[src/rtl/queue.sv]
`default_nettype none
// ---------------------------------------------------------------------------
// queue : single-clock FIFO, registered read port, full/empty from occupancy
// Revision 1.0
// ---------------------------------------------------------------------------
module queue #(
  parameter int WIDTH      = 8,
  parameter int DEPTH      = 8,
  parameter int ADDR_WIDTH = 3
) (
  input  logic             clk,
  input  logic             reset,
  input  logic             enqueue,
  input  logic             dequeue,
  input  logic [WIDTH-1:0] data_in,
  output logic [WIDTH-1:0] data_out,
  output logic             full,
  output logic             empty
);

  localparam logic [ADDR_WIDTH:0]   C_DEPTH    = (ADDR_WIDTH+1)'(DEPTH);
  localparam logic [ADDR_WIDTH:0]   C_CNT_ONE  = (ADDR_WIDTH+1)'(1);
  localparam logic [ADDR_WIDTH-1:0] C_PTR_ONE  = ADDR_WIDTH'(1);

  logic [WIDTH-1:0]      mem_q [DEPTH];
  logic [ADDR_WIDTH-1:0] wr_ptr_q, wr_ptr_d;
  logic [ADDR_WIDTH-1:0] rd_ptr_q, rd_ptr_d;
  logic [ADDR_WIDTH:0]   count_q, count_d;
  logic [WIDTH-1:0]      data_q, data_d;
  logic                  wr_en;
  logic                  rd_en;

  assign full  = (count_q == C_DEPTH);
  assign empty = (count_q == '0);

  // A full queue still accepts a write when a read frees the head slot this edge.
  assign wr_en = enqueue & (~full | dequeue);
  assign rd_en = dequeue & ~empty;

  always_comb begin
    wr_ptr_d = wr_ptr_q;
    rd_ptr_d = rd_ptr_q;
    data_d   = data_q;
    count_d  = count_q;
    if (wr_en) wr_ptr_d = wr_ptr_q + C_PTR_ONE;
    if (rd_en) begin
      rd_ptr_d = rd_ptr_q + C_PTR_ONE;
      data_d   = mem_q[rd_ptr_q];
    end
    if (wr_en && !rd_en)      count_d = count_q + C_CNT_ONE;
    else if (rd_en && !wr_en) count_d = count_q - C_CNT_ONE;
  end

  always_ff @(posedge clk or posedge reset) begin
    if (reset) begin
      wr_ptr_q <= '0;
      rd_ptr_q <= '0;
      count_q  <= '0;
      data_q   <= '0;
    end else begin
      wr_ptr_q <= wr_ptr_d;
      rd_ptr_q <= rd_ptr_d;
      count_q  <= count_d;
      data_q   <= data_d;
    end
  end

  // Storage is not reset; only entries between the pointers are ever read.
  always_ff @(posedge clk) begin
    if (wr_en) mem_q[wr_ptr_q] <= data_in;
  end

  assign data_out = data_q;

endmodule
`default_nettype wire

[config.mk]
export PLATFORM = sky130hd
export DESIGN_NAME = queue
export DESIGN_NICKNAME = d
export VERILOG_FILES = /design/src/rtl/queue.sv
export SDC_FILE = /design/constraint.sdc
export NUM_CORES = 1
export LEC_CHECK = 0
export CAP_MARGIN = 30
export CORE_MARGIN = 8
export CORE_UTILIZATION = 29
export CTS_CLUSTER_DIAMETER = 100
export DETAILED_ROUTE_END_ITERATION = 12
export PLACE_DENSITY = 0.52
export SYNTH_ARGS = -nofsm -noshare
export SYNTH_HDL_FRONTEND = slang
export SYNTH_SLANG_ARGS = --single-unit
[constraint.sdc]
create_clock -name clk -period 3.2 [get_ports clk]
set_input_delay 0.64 -clock clk [delete_from_list [all_inputs] [get_ports clk]]
set_output_delay 0.64 -clock clk [all_outputs]
set_load 0.01 [all_outputs]
After elaboration in Yosys (flattened, before gate mapping)
Memory sizes are Yosys's and may differ from the RTL's. A register that Yosys moved wholly into a read port is not among the register bits.
Index checks and enable logic that the tools add are counted.
{"block": "totals", "inputBits": 12, "register_bits": 10, "n_memories": 1, "elab_cells": 24, "ram_bits": 64, "output_inout_bits": 10}
{"name": "mem_q", "words": 8, "width": 8, "read_ports": 1, "rd_clocked_by_memory_dff": 1, "write_ports": 1, "line_no": "25", "source": "logic [WIDTH-1:0] mem_q [DEPTH];"}
{"block": "classes", "addsub": 4, "n_mux": 4, "n_bitwise": 5, "n_eq_ne": 1, "reduce_logical": 6}
{"operator": "two-way mux 4 bit", "n": 2}
{"operator": "adder 3 x 1 -> 3 bit, second input constant", "n": 2}
{"operator": "adder 4 x 1 -> 4 bit, second input constant", "n": 1}
{"operator": "== test 4 bit, second input constant", "n": 1}
{"operator": "logical NOT 4 bit", "n": 1}
{"operator": "subtractor 4 x 1 -> 4 bit, second input constant", "n": 1}
{"operator": "AND 1 bit", "n": 2}
{"operator": "logical AND 1 bit", "n": 2}
{"operator": "logical NOT 1 bit", "n": 2}
{"operator": "two-way mux 1 bit", "n": 2}
{"operator": "NOT 1 bit", "n": 2}
{"operator": "nonzero test 2 bit", "n": 1}
{"operator": "bitwise OR 1 bit", "n": 1}

Depth between registers and ports, before layout
Gate-level depths: netlist of run 1.
{"block": "logic_depth", "depth_word": 8, "ltp_mapped": 10, "depth_no_buf": 10}

Worst setup path before layout of run 1
Ideal clock, no wire load.
{"block": "synth_timing", "path_type": "register to register", "startpoint": "register count_q[0]", "endpoint": "register count_q[3]", "setup_slack_ps": 516, "arrival_ps": 2548, "t_required_ps": 3064, "synth_period_minus_slack_ps": 2684, "setup_ps": 136, "path_stages_with_launch": 10, "path_buffers": 1, "path_cell_list": "dfrtp_1 -> nor4_1 -> nand2b_1 -> buf_2 -> ha_1 -> inv_1 -> ha_1 -> a21o_2 -> a2111oi_0 -> o31ai_1"}
{"block": "synth_between", "word_cells_on_any_way": 16, "cone_classes": "add/sub: 2; eq/ne: 1; mux: 2; bitwise: 5; reduce/logical: 6"}
{"item": "start, declared", "line_no": "28", "source": "logic [ADDR_WIDTH:0] count_q, count_d;"}
{"item": "start signal, assigned", "line_no": "63", "source": "count_q <= count_d;"}
{"item": "logical NOT 4 bit *", "line_no": "34", "source": "assign empty = (count_q == '0);"}
{"item": "via empty", "line_no": "18", "source": "output logic empty"}
{"item": "NOT 1 bit *", "line_no": "38", "source": "assign rd_en = dequeue & ~empty;"}
{"item": "AND 1 bit *", "line_no": "38"}
{"item": "logical NOT 1 bit", "line_no": "50", "source": "if (wr_en && !rd_en) count_d = count_q + C_CNT_ONE;"}
{"item": "logical AND 1 bit", "line_no": "50"}
{"item": "two-way mux 4 bit / nonzero test 2 bit (equally long branches)"}
Mark *: on every way through the listed nets, which the timed path passes. The rest lies on a longest branch. The select of a mux whose other input is x is not followed.
A chain may end at the register's enable or synchronous reset.

Worst setup path in the final report of run 1
{"block": "layout_timing", "startpoint": "register count_q[0]", "endpoint": "register count_q[3]"}
{"block": "layout_between", "elab_chain_cells": 7, "word_cells_on_any_way": 16, "cone_classes": "add/sub: 2; eq/ne: 1; mux: 2; bitwise: 5; reduce/logical: 6"}
{"item": "== test 4 bit *", "line_no": "33", "source": "assign full = (count_q == C_DEPTH);"}
{"item": "NOT 1 bit *", "line_no": "37", "source": "assign wr_en = enqueue & (~full | dequeue);"}
{"item": "bitwise OR 1 bit *", "line_no": "37"}
{"item": "AND 1 bit *", "line_no": "37"}
{"item": "via wr_en", "line_no": "30", "source": "logic wr_en;"}
{"item": "logical NOT 1 bit", "line_no": "51", "source": "else if (rd_en && !wr_en) count_d = count_q - C_CNT_ONE;"}
{"item": "logical AND 1 bit", "line_no": "51"}
{"item": "nonzero test 2 bit (no line)"}
Marked as above.

==> out/qor.yml, run 1 <==
floorplan:
  row_count: 39
  die_w_um: 123.8
  start_util: 0.2962
  coreArea_um2: 11370
  fp.dieH_um: 123.8
  io_pins: 22
  die-area_um2: 15320
placed_design:
  place_congestion: 0.7651
  dp_hpwl_um: 4198
  dpl_cell_area_um2: 3780
  dp.cells: 377
  portBuffers: 21
clock_tree:
  numCtsBuffers: 9
  cts_buffer_depth: 2
  tritoncts: "done"
  cts-resized-gates: 0
  cts.clk_slew.worst_paths_ns: 0.07
  worst_skew_pair.late_latency_ns: 0.33
  cts.sinks: 82
  cts_setup_buffers: 0
  cts-root-buf: "clkbuf_16"
  cts_hold_buf: 0
  h-tree-depth: 3
timing:
  slew_violations: 0
  setup_tns_ns: 0
  setup_violations: 0
  fmaxAchievable_ghz: 0.3442
  finalCritPeriodShare: 0.9080
  period_needed_ns: 2.906
  final-hold-violation-count: 0
  relSlewSlack: 0.4413
  worst_slew_pin_slew_ns: 0.8364
  rsz0062_at_grt: "false"
  fin_hold_ws_ns: 0.4780
  fin_skew_ns: 0.009562
layout:
  final_util: 0.3586
  drive_above_1_share: 0.2000
  multi_input_area_um2: 924.6
  fin_area_um2: 4078
  nFillCells: 1096
  nNetsFinal: 263
  instances_no_fill: 393
  syn_to_final_growth_pct: 21.06
  antenna_cells: 0
  ff_latch_area_um2: 2372
critical_path:
  max_stage_delay_ns: 0.59
  reg2regPathDepth: 9
  critPathSlowestCell: "or4b_4"
  required_ns: 3.40
  crit_end: "count_q[3]$_DFFE_PP0P_"
  crit_type: "flop to flop"
  cp-end-kind: "flop"
  path_cells: "or4b_4 -> o21ai_4 -> inv_2 -> ha_1 -> inv_1 -> ha_1 -> a21o_2 -> a2111oi_0 -> o31ai_1"
  crit_path_frequent_cell: "ha_1"
  cp-startpoint: "count_q[0]$_DFFE_PP0P_"
  cp_data_arrival_time_ns: 3.11
  rrSetupSlack_ns: 0.29
  r2r-start: "count_q[0]$_DFFE_PP0P_"
  path_max_fanout: 7
  r2r_end: "count_q[3]$_DFFE_PP0P_"
  worst_setup_path_start_kind: "flop"
routing:
  vias_per_cell: 4.598
  dr.pass1.iters: 4
  post-route-drc-count: 0
  drtIter0Drc: 106
  wire_per_inst_um: 16.73
  vias: 1807
  drtAntennaViolNets: 0
  wl_um: 6574
grt:
  antenna_found_initial: 0
  grt_max_degree: 35
  grt_pass1_vias: 1857
  grt_pass1_wl_um: 10430
  grt.total_usage: 0.09294
  grt_overflow: 0
synth:
  synthCells: 212
  ys_top_cells_by_area: "edfxtp_1 (57%), dfrtp_1 (13%), mux2_2 (6.0%)"
  synth.yosys.seq_area_share: 0.7043
  ys.warnings.count: 0
  syn_avg_cell_area_um2: 15.89
  synth_cell_types: 33
  synth_top_area_share: 0.5706
  syn_area_um2: 3368
  syn_nets: 230
  synth_top_area_cell: "edfxtp_1"
  synth-seq-cells: 82
power_and_ir_drop:
  p_leak_nw: 1.469
  powerDensity_nw_per_um2: 912.4
  peakVddDrop_mv: 0.4270
run_status:
  status: "complete, no violations"
flow_run:
  cap_viol_max_count: 0
worst_hold_path:
  hold_path.class: "flop to flop"
## report_power, final
group	total, W	switching, W	internal (W)
logic	0.00118	0.000609	0.000571
clock network	0.00100	0.000454	0.000550
registers	0.00154	0.000142	0.00139
## logic make-up (layout without fill, tap and decap cells)
kind of cell,count (synthesis),count (layout),share of synthesized area
flip-flops,82,82,0.7043
buffers and inverters,14,52,0.02303
XOR/XNOR,6,6,0.01560
AND/OR/NAND/NOR,39,39,0.05609
adder cells (fa/ha/maj),6,6,0.02452
AO/OA/AOI/OAI,30,30,0.06575
multiplexers,35,35,0.1107
## routing by layer
layer | GRT usage | wire [um] | vias to the layer above
met4 | 0.02784 | 65 | 0
met1 | 0.1189 | 3140 | 898
met2 | 0.1452 | 3075 | 30
met3 | 0.03264 | 293 | 5
met5 | 0 | 0 | -
li1 | - | - | 874
## cells in the mapped netlist, drive strengths merged
master / instances
xnor2: 5
or4b: 1
o31ai: 1
nand2: 18
inv: 5
xor2: 1
buf: 8
a221o: 8
nor4: 2
nor2: 5
clkbuf: 1
ha: 5
fa: 1
a21oi: 1
and3: 1
a21o: 1
o22ai: 8
dfrtp: 18
nor2b: 2
nand2b: 4
mux2i: 17
edfxtp: 64
a2111oi: 1
mux2: 18
nor3: 6
o21ai: 10
## critical path, delay by kind of cell, from the launching register on
family | cells | cell delay (ns)
AOI/OAI and AO/OA | 4 | 1.02
adders and majority gates | 2 | 0.49
buffers and inverters | 2 | 0.22
DFF | 1 | 0.45
and+or+nand+nor | 1 | 0.59
## layout by cell type, fill, tap and decap left out, types with 2 or more instances in the layout
cell type,netlist,final
nor2_1,5,5
nand2_1,17,17
clkbuf_16,0,9
o22ai_1,8,8
o21ai_0,8,8
dfrtp_1,18,18
xnor2_1,5,5
inv_6,0,2
a221o_1,8,8
clkdlybuf4s50_1,0,21
edfxtp_1,64,64
nor3_1,6,6
inv_8,0,2
nor2b_1,2,2
inv_1,4,4
ha_1,5,5
mux2_2,18,18
mux2i_1,17,17
buf_4,2,10
nand2b_1,4,4
## how the worst min path moves through the flow
stage | from | to | slack [ns] | cells past startpoint
4_1_cts | data_out[7]$_DFFE_PP0P_ | data_out[7]$_DFFE_PP0P_ | 0.49 | 2
6_report | data_out[7]$_DFFE_PP0P_ | data_out[7]$_DFFE_PP0P_ | 0.48 | 2
3_3_place_gp | data_out[7]$_DFFE_PP0P_ | data_out[7]$_DFFE_PP0P_ | 0.46 | 2
5_1_grt | data_out[4]$_DFFE_PP0P_ | data_out[4]$_DFFE_PP0P_ | 0.51 | 2
3_5_place_dp | data_out[7]$_DFFE_PP0P_ | data_out[7]$_DFFE_PP0P_ | 0.47 | 2
2_1_floorplan | rd_ptr_q[2]$_DFFE_PP0P_ | rd_ptr_q[2]$_DFFE_PP0P_ | 0.50 | 1
## metrics by stage
step / setup slack [ns] / total power, W
global placement: 0.2264 / 0.002744
global route: 0.1731 / 0.003955
finish: 0.2943 / 0.003720
detailed placement: 0.1732 / 0.002767
CTS: 0.2757 / 0.003778
floorplan: 0.5162 / 0.002360
## flip-flops by register name (all words and copies together) (netlist names)
name / flops
mem_q: 64
data_out: 8
count_q: 4
rd_ptr_q: 3
wr_ptr_q: 3
## area by class of cell
cell class / instances / area share
inverters: 5 / 0.004603
well taps: 143 / 0.04388
clock inverters: 7 / 0.01780
repair buffers: 31 / 0.06996
flip-flops and latches: 82 / 0.5818
multi-input cells: 116 / 0.2268
clock buffers: 9 / 0.05523
Power figures use the tool's default switching activity.
==> run 2: changes to the inputs <==
--- a/config.mk
+++ b/config.mk
@@ -5,11 +5,13 @@
 export SDC_FILE = /design/constraint.sdc
 export NUM_CORES = 1
 export LEC_CHECK = 0
+export ABC_CLOCK_PERIOD_IN_PS = 3200
 export CAP_MARGIN = 30
 export CORE_MARGIN = 8
 export CORE_UTILIZATION = 29
 export CTS_CLUSTER_DIAMETER = 100
 export DETAILED_ROUTE_END_ITERATION = 12
+export GPL_ROUTABILITY_DRIVEN = 1
 export PLACE_DENSITY = 0.52
 export SYNTH_ARGS = -nofsm -noshare
 export SYNTH_HDL_FRONTEND = slang
==> results of run 2 <==
No change in the layout: final DEF, timing and power equal those of run 1.
